## src/rtl/pipe_hazard_unit_pkg.sv

```systemverilog
// Shared pipeline definitions for the hazard unit: the register-number width,
// the forwarding-select codes, and the interlock FSM state encoding.
package pipe_hazard_unit_pkg;

  localparam int unsigned NREG_BITS = 5;

  typedef logic [1:0] fwd_t;

  localparam fwd_t FWD_RF   = 2'b00;  // register file
  localparam fwd_t FWD_EALU = 2'b01;  // EXE ALU result
  localparam fwd_t FWD_MALU = 2'b10;  // MEM ALU result
  localparam fwd_t FWD_MMO  = 2'b11;  // MEM load data

  typedef enum logic {
    ST_RUN   = 1'b0,
    ST_STALL = 1'b1
  } state_t;

endpackage

```

## src/rtl/pipe_hazard_unit_if.sv

```systemverilog
// ID-stage hazard interface between the decode stage and pipe_hazard_unit.
//   rs/rt/use_rs/use_rt : ID source registers and whether they are read
//   dwreg/dm2reg/drn    : ID destination write-enable, load flag, register
//   wpcir               : 1 = advance, 0 = hold PC and IF/ID, bubble ID/EXE
//   fwda/fwdb           : forwarding selects for operand A/B
// master = decode side (drives ID fields), slave = hazard unit.
interface pipe_hazard_unit_if #(
  parameter int unsigned NREG_BITS = pipe_hazard_unit_pkg::NREG_BITS
);
  logic [NREG_BITS-1:0] rs;
  logic [NREG_BITS-1:0] rt;
  logic                 use_rs;
  logic                 use_rt;
  logic                 dwreg;
  logic                 dm2reg;
  logic [NREG_BITS-1:0] drn;
  logic                 wpcir;
  logic [1:0]           fwda;
  logic [1:0]           fwdb;

  modport master (
    output rs, rt, use_rs, use_rt, dwreg, dm2reg, drn,
    input  wpcir, fwda, fwdb
  );

  modport slave (
    input  rs, rt, use_rs, use_rt, dwreg, dm2reg, drn,
    output wpcir, fwda, fwdb
  );
endinterface

```

## src/rtl/pipe_hazard_unit_fwd_sel.sv

```systemverilog
// fwd_sel: forwarding select for one ID source operand.
//   i_src   : source register number      i_use : operand is read
//   i_ewreg/i_em2reg/i_ern : EXE shadow   i_mwreg/i_mm2reg/i_mrn : MEM shadow
//   o_sel   : FWD_RF / FWD_EALU / FWD_MALU / FWD_MMO
// EXE wins over MEM; a load in EXE cannot forward (the interlock covers it);
// register 0 never forwards.
module fwd_sel
  import pipe_hazard_unit_pkg::*;
#(
  parameter int unsigned NREG_BITS = pipe_hazard_unit_pkg::NREG_BITS
) (
  input  logic [NREG_BITS-1:0] i_src,
  input  logic                 i_use,
  input  logic                 i_ewreg,
  input  logic                 i_em2reg,
  input  logic [NREG_BITS-1:0] i_ern,
  input  logic                 i_mwreg,
  input  logic                 i_mm2reg,
  input  logic [NREG_BITS-1:0] i_mrn,
  output logic [1:0]           o_sel
);

  logic w_ehit;
  logic w_mhit;

  always_comb begin
    w_ehit = i_use & i_ewreg & ~i_em2reg & (i_ern != '0) & (i_ern == i_src);
    w_mhit = i_use & i_mwreg & (i_mrn != '0) & (i_mrn == i_src);
  end

  always_comb begin
    o_sel = FWD_RF;
    if (w_ehit) begin
      o_sel = FWD_EALU;
    end else if (w_mhit) begin
      o_sel = i_mm2reg ? FWD_MMO : FWD_MALU;
    end
  end

endmodule

```

## src/rtl/pipe_hazard_unit.sv

```systemverilog
// pipe_hazard_unit: load-use interlock and operand-forwarding controller.
// Ports:
//   clock  : rising-edge clock
//   resetn : asynchronous active-low reset
//   id     : pipe_hazard_unit_if.slave (ID fields in, wpcir/fwda/fwdb out)
//   stall_cnt : 32-bit stall-cycle count, present only with PIPE_STALL_CNT_EN
// Keeps a shadow of the EXE/MEM destination info so it sees the same
// bubbles as the datapath.
module pipe_hazard_unit
  import pipe_hazard_unit_pkg::*;
#(
  parameter int unsigned NREG_BITS = pipe_hazard_unit_pkg::NREG_BITS
) (
  input  logic              clock,
  input  logic              resetn,
  pipe_hazard_unit_if.slave id
`ifdef PIPE_STALL_CNT_EN
  ,
  output logic [31:0]       stall_cnt
`endif
);

  state_t               r_state;
  state_t               w_state_nxt;

  logic                 r_ewreg;
  logic                 r_em2reg;
  logic [NREG_BITS-1:0] r_ern;
  logic                 r_mwreg;
  logic                 r_mm2reg;
  logic [NREG_BITS-1:0] r_mrn;

  logic                 w_ld_hit;
  logic                 w_wpcir;
  logic [1:0]           w_fwda;
  logic [1:0]           w_fwdb;

  // Load in EXE whose destination is read by the ID instruction.
  always_comb begin
    w_ld_hit = r_ewreg & r_em2reg & (r_ern != '0) &
               ((id.use_rs & (r_ern == id.rs)) | (id.use_rt & (r_ern == id.rt)));
  end

  // FSM: state register
  always_ff @(posedge clock or negedge resetn) begin
    if (!resetn) begin
      r_state <= ST_RUN;
    end else begin
      r_state <= w_state_nxt;
    end
  end

  // FSM: next state
  always_comb begin
    w_state_nxt = r_state;
    case (r_state)
      ST_RUN:   if (w_ld_hit) w_state_nxt = ST_STALL;
      ST_STALL: w_state_nxt = ST_RUN;
      default:  w_state_nxt = ST_RUN;
    endcase
  end

  // FSM: outputs. After the stall cycle the load sits in MEM and forwards.
  always_comb begin
    w_wpcir = 1'b1;
    if (r_state == ST_RUN) begin
      w_wpcir = ~w_ld_hit;
    end
  end

  // Shadow EXE/MEM destination info; a stall injects an all-zero bubble.
  always_ff @(posedge clock or negedge resetn) begin
    if (!resetn) begin
      r_ewreg  <= 1'b0;
      r_em2reg <= 1'b0;
      r_ern    <= '0;
      r_mwreg  <= 1'b0;
      r_mm2reg <= 1'b0;
      r_mrn    <= '0;
    end else begin
      r_mwreg  <= r_ewreg;
      r_mm2reg <= r_em2reg;
      r_mrn    <= r_ern;
      if (w_wpcir) begin
        r_ewreg  <= id.dwreg;
        r_em2reg <= id.dm2reg;
        r_ern    <= id.drn;
      end else begin
        r_ewreg  <= 1'b0;
        r_em2reg <= 1'b0;
        r_ern    <= '0;
      end
    end
  end

  fwd_sel #(.NREG_BITS(NREG_BITS)) u_fwd_a (
    .i_src    (id.rs),
    .i_use    (id.use_rs),
    .i_ewreg  (r_ewreg),
    .i_em2reg (r_em2reg),
    .i_ern    (r_ern),
    .i_mwreg  (r_mwreg),
    .i_mm2reg (r_mm2reg),
    .i_mrn    (r_mrn),
    .o_sel    (w_fwda)
  );

  fwd_sel #(.NREG_BITS(NREG_BITS)) u_fwd_b (
    .i_src    (id.rt),
    .i_use    (id.use_rt),
    .i_ewreg  (r_ewreg),
    .i_em2reg (r_em2reg),
    .i_ern    (r_ern),
    .i_mwreg  (r_mwreg),
    .i_mm2reg (r_mm2reg),
    .i_mrn    (r_mrn),
    .o_sel    (w_fwdb)
  );

  assign id.wpcir = w_wpcir;
  assign id.fwda  = w_fwda;
  assign id.fwdb  = w_fwdb;

`ifdef PIPE_STALL_CNT_EN
  logic [31:0] r_stall_cnt;

  always_ff @(posedge clock or negedge resetn) begin
    if (!resetn) begin
      r_stall_cnt <= '0;
    end else if (!w_wpcir) begin
      r_stall_cnt <= r_stall_cnt + 32'd1;
    end
  end

  assign stall_cnt = r_stall_cnt;
`endif

endmodule

```

## src/flat_wrapper.sv

```systemverilog
// flat-port wrapper written by rule: the top's interface ports become plain ports
module pipe_hazard_unit_flat import pipe_hazard_unit_pkg::*;
#(
  parameter int unsigned NREG_BITS = pipe_hazard_unit_pkg::NREG_BITS
)
  (clock, resetn, id_rs, id_rt, id_use_rs, id_use_rt, id_dwreg, id_dm2reg, id_drn, id_wpcir, id_fwda, id_fwdb);
  pipe_hazard_unit_if #(.NREG_BITS(NREG_BITS)) id_i ();
  input  logic clock;
  input  logic resetn;
  input wire logic [$bits(id_i.rs)-1:0] id_rs;
  input wire logic [$bits(id_i.rt)-1:0] id_rt;
  input wire logic [$bits(id_i.use_rs)-1:0] id_use_rs;
  input wire logic [$bits(id_i.use_rt)-1:0] id_use_rt;
  input wire logic [$bits(id_i.dwreg)-1:0] id_dwreg;
  input wire logic [$bits(id_i.dm2reg)-1:0] id_dm2reg;
  input wire logic [$bits(id_i.drn)-1:0] id_drn;
  output wire logic [$bits(id_i.wpcir)-1:0] id_wpcir;
  output wire logic [$bits(id_i.fwda)-1:0] id_fwda;
  output wire logic [$bits(id_i.fwdb)-1:0] id_fwdb;
  assign id_i.rs = id_rs;
  assign id_i.rt = id_rt;
  assign id_i.use_rs = id_use_rs;
  assign id_i.use_rt = id_use_rt;
  assign id_i.dwreg = id_dwreg;
  assign id_i.dm2reg = id_dm2reg;
  assign id_i.drn = id_drn;
  assign id_wpcir = id_i.wpcir;
  assign id_fwda = id_i.fwda;
  assign id_fwdb = id_i.fwdb;
  pipe_hazard_unit #(.NREG_BITS(NREG_BITS)) u_core (.clock(clock), .resetn(resetn), .id(id_i));
endmodule
```

## config.mk

```make
export PLATFORM = sky130hd
export DESIGN_NAME = pipe_hazard_unit_flat
export DESIGN_NICKNAME = d
export VERILOG_FILES = /design/src/rtl/pipe_hazard_unit_pkg.sv /design/src/rtl/pipe_hazard_unit_if.sv /design/src/rtl/pipe_hazard_unit_fwd_sel.sv /design/src/rtl/pipe_hazard_unit.sv /design/src/flat_wrapper.sv
export SDC_FILE = /design/constraint.sdc
export NUM_CORES = 1
export LEC_CHECK = 0
export ABC_CLOCK_PERIOD_IN_PS = 2200
export BUFFER_PORTS_ARGS = -buffer_cell sky130_fd_sc_hd__buf_2
export CORE_ASPECT_RATIO = 1.1
export CORE_MARGIN = 3
export CORE_UTILIZATION = 47
export CTS_CLUSTER_SIZE = 24
export DETAILED_ROUTE_END_ITERATION = 7
export PLACE_DENSITY_LB_ADDON = 0.08
export SLEW_MARGIN = 20
export SYNTH_ARGS = -nofsm -noshare
export SYNTH_HDL_FRONTEND = slang
export SYNTH_SLANG_ARGS = --single-unit
```

## constraint.sdc

```tcl
create_clock -name clock -period 2.2 [get_ports clock]
set_clock_uncertainty 0.2 [all_clocks]
set_input_delay 0.22 -clock clock [delete_from_list [all_inputs] [get_ports clock]]
set_output_delay 0.22 -clock clock [all_outputs]
set_load 0.05 [all_outputs]
```

==> impl_metrics.py <==
metrics = {
    "cts": {
        "clockRootBuffer": "clkbuf_4",
        "clockBufferDepth": 2,
        "insertion_delay_ns": 0.27,
        "cts_buffers": 3,
        "clkTransAtPathRegs_ns": 0.08,
        "cts_tree": "yes",
        "cts.htree.levels": 1,
        "cts_sinks": 15,
    },
    "pwr": {
        "irDropWorstVdd_uv": 360.4,
        "clkPwrFrac_pct": 26.4,
        "power_frac_comb_pct": 18.5,
        "switching_share_pct": 25.24,
        "powerDensity_nw_per_um2": 496.0,
        "p_int_uw": 415.2,
        "power.static_leakage_uw": 0.0004912,
        "p_seq_share_pct": 55.1,
        "p_switching_uw": 140.2,
    },
    "placement": {
        "dp_hpwl_mm": 1.141,
        "port-buffer-count": 25,
        "gp_congestion": 0.8044,
        "place_inst": 110,
        "placed_cell_area_um2": 948.4,
    },
    "layout": {
        "drive_gt1_share_pct": 40.19,
        "final_cell_mix": "buf_2, xor2_1, dfrtp_1",
        "antenna_cells": 0,
        "design_area_um2": 1120,
        "stdcell_count": 123,
        "nNetsFinal": 129,
        "final_common_cell": "buf_2",
        "syn_to_final_growth_pct": 50.67,
    },
    "hold_path": {
        "min_path_type": "input port to asynchronous set/reset pin",
    },
    "run_status": {
        "violations": "negative setup slack",
        "outcome": "finished, violations left",
    },
    "synthesis": {
        "syn_nets": 85,
        "ys_ff_latch": 15,
        "ys_types": 16,
        "synth.top_cell.area_share_pct": 50.51,
        "synth_area_leader_cell": "dfrtp_1",
        "syn_area_per_cell_um2": 11.61,
        "yosysSeqAreaShare_pct": 50.51,
        "yosys-top-cells-area": "dfrtp_1, xor2_1, nor2b_1, xnor2_1, a2111oi_4",
        "ys_warn_count": 0,
        "netlist_instances": 64,
        "mappedNetlistArea_um2": 743.2,
    },
    "critical_path": {
        "worstPathArrival_ns": 2.09,
        "worstSetupEndpointType": "output pin",
        "start_kind": "flip-flop",
        "crit_chain": "xor2_1 -> nor4_2 -> nand3_1 -> buf_4 -> a2111oi_4 -> inv_2 -> buf_8",
        "slowest_delay_ns": 0.43,
        "required_ns": 1.78,
        "crit_type": "flip-flop to output pin",
        "crit_path_start": "u_core.r_ern[4]",
        "rr_startpoint": "u_core.r_ern[4]",
        "worstPathMaxFanout": 4,
        "crit_slowest_cell": "dfrtp_1",
    },
    "drt": {
        "wl_per_cell_um": 12.59,
        "antenna_left": 0,
        "drc": 0,
        "dr.first_iter.drc_count": 7,
        "firstDrtPassIters": 5,
        "routed_wl_mm": 1.548,
        "viasPerCell": 5.089,
        "via_count": 626,
    },
    "sta": {
        "fin_crit_ns": 2.506,
        "period_share_pct": 113.9,
        "setup_violations": 5,
        "clock.fmax_mhz": 399.0,
        "rsz0062_at_grt": "true",
        "tightest_slew_ns": 0.3116,
        "hold_violations": 0,
        "drv_slew": 0,
        "timing.final.ws_setup_ns": -0.3063,
        "relSlewSlack_pct": 79.03,
    },
    "grt": {
        "antenna_found_initial": 0,
        "overflow": 0,
        "grt_max_degree": 16,
        "grt_pass1_wl_mm": 2.442,
        "track_usage_pct": 16.36,
        "grt_pass1_vias": 611,
    },
    "floorplanning": {
        "initial_utilization_pct": 52.38,
        "io_pins": 26,
        "die_w_um": 43.92,
        "die_area_um2": 2095,
        "placementRows": 14,
        "core_area_um2": 1419,
        "die_y_um": 47.71,
    },
    "flow_run": {
        "cap_violations": 0,
    },
}
==> timing repair <==
action | 4_1_cts | 5_1_grt
gates cloned | 0 | 0
hold endpoints to repair | 22 | 0
setup endpoints to repair | 5 | 13
pin swaps | 5 | 1
hold buffers | 8 | 0
buffers inserted | 1 | 0
gates resized for setup | 11 | 4
==> state kept, by name (all words and copies together), names as in the netlist <==
name and count:
u_core.r_state 1, u_core.r_em2reg 1, u_core.r_mwreg 1, u_core.r_ern 5
u_core.r_mrn 5, u_core.r_mm2reg 1, u_core.r_ewreg 1
==> critical path: cells and delay by family, from the launching register on <==
family / cells / cell delay (ns)
compound gates: 1 / 0.34
buf+inv: 3 / 0.38
flops: 1 / 0.43
simple gates: 2 / 0.48
xor+xnor: 1 / 0.17
==> synth_stat cells (all sizes together) <==
| cell | instances |
|---|---|
| nor4 | 4 |
| xor2 | 16 |
| nor3 | 2 |
| o21ai | 3 |
| nand3 | 4 |
| nor2b | 7 |
| dfrtp | 15 |
| or4 | 2 |
| o211ai | 1 |
| inv | 2 |
| xnor2 | 4 |
| a2111oi | 1 |
| o21bai | 1 |
| nor3b | 1 |
| or3 | 1 |
==> metal layers <==
layer	share of wire [%]	GRT usage [%]
met5	0	0
met4	1.4	9.036
met3	6.8	3.759
met2	48	28.78
met1	44	18.62
==> metrics by stage <==
| step | hold WS [ns] | util [%] | setup slack (ns) | total power, µW | setup TNS [ns] |
|---|---|---|---|---|---|
| after global routing | 0.1941 | 78.92 | -0.4156 | 586.8 | -1.890 |
| after CTS | 0.1660 | 77.43 | -0.3178 | 559.6 | -1.061 |
| after detailed placement | -0.06487 | 66.84 | -0.06160 | 395.1 | -0.08406 |
| after floorplan | -0.2756 | - | -0.04872 | 352.2 | -0.1305 |
| after global placement | -0.07242 | 66.84 | -0.03138 | 392.8 | -0.03138 |
| final | 0.1568 | 78.92 | -0.3063 | 555.4 | -0.9762 |
==> area by class of cell <==
cell class / count / area (µm²)
flip-flops and latches: 15 / 375.4
clock buffers: 4 / 26.28
well taps: 16 / 20.02
fillers: 98 / 299.0
repair buffers: 39 / 281.5
inverters: 2 / 7.507
multi-input cells: 47 / 409.1
==> power by group through the flow <==
stage / clock network [µW] / registers [µW] / logic, µW
after detailed placement: 0 / 311 / 84.3
after CTS: 156 / 305 / 98.6
after global routing: 165 / 308 / 114
after global placement: 0 / 310 / 82.6
after floorplan: 0 / 307 / 45.2
final: 147 / 306 / 103
==> final timing paths <==
kind | endpoint | slack [ns] | cells after the start
worst max register to register | u_core.r_ern[2] | 0.04 | 7
min in group clock | u_core.r_mwreg | 0.18 | 0
worst min-delay path | u_core.r_mwreg | 0.16 | 2
max in group asynchronous | u_core.r_mrn[3] | 1.41 | 2
worst min register to register | u_core.r_mwreg | 0.18 | 0
worst max-delay path | id_wpcir | -0.31 | 7
==> cells by family after synthesis <==
logic type | Yosys count | share of synthesized area [%]
AND/OR/NAND/NOR | 21 | 17.17
XOR/XNOR | 20 | 23.57
flip-flops | 15 | 50.51
AO/OA/AOI/OAI | 6 | 7.745
buffers and inverters | 2 | 1.010
Power figures use the tool's default switching activity.
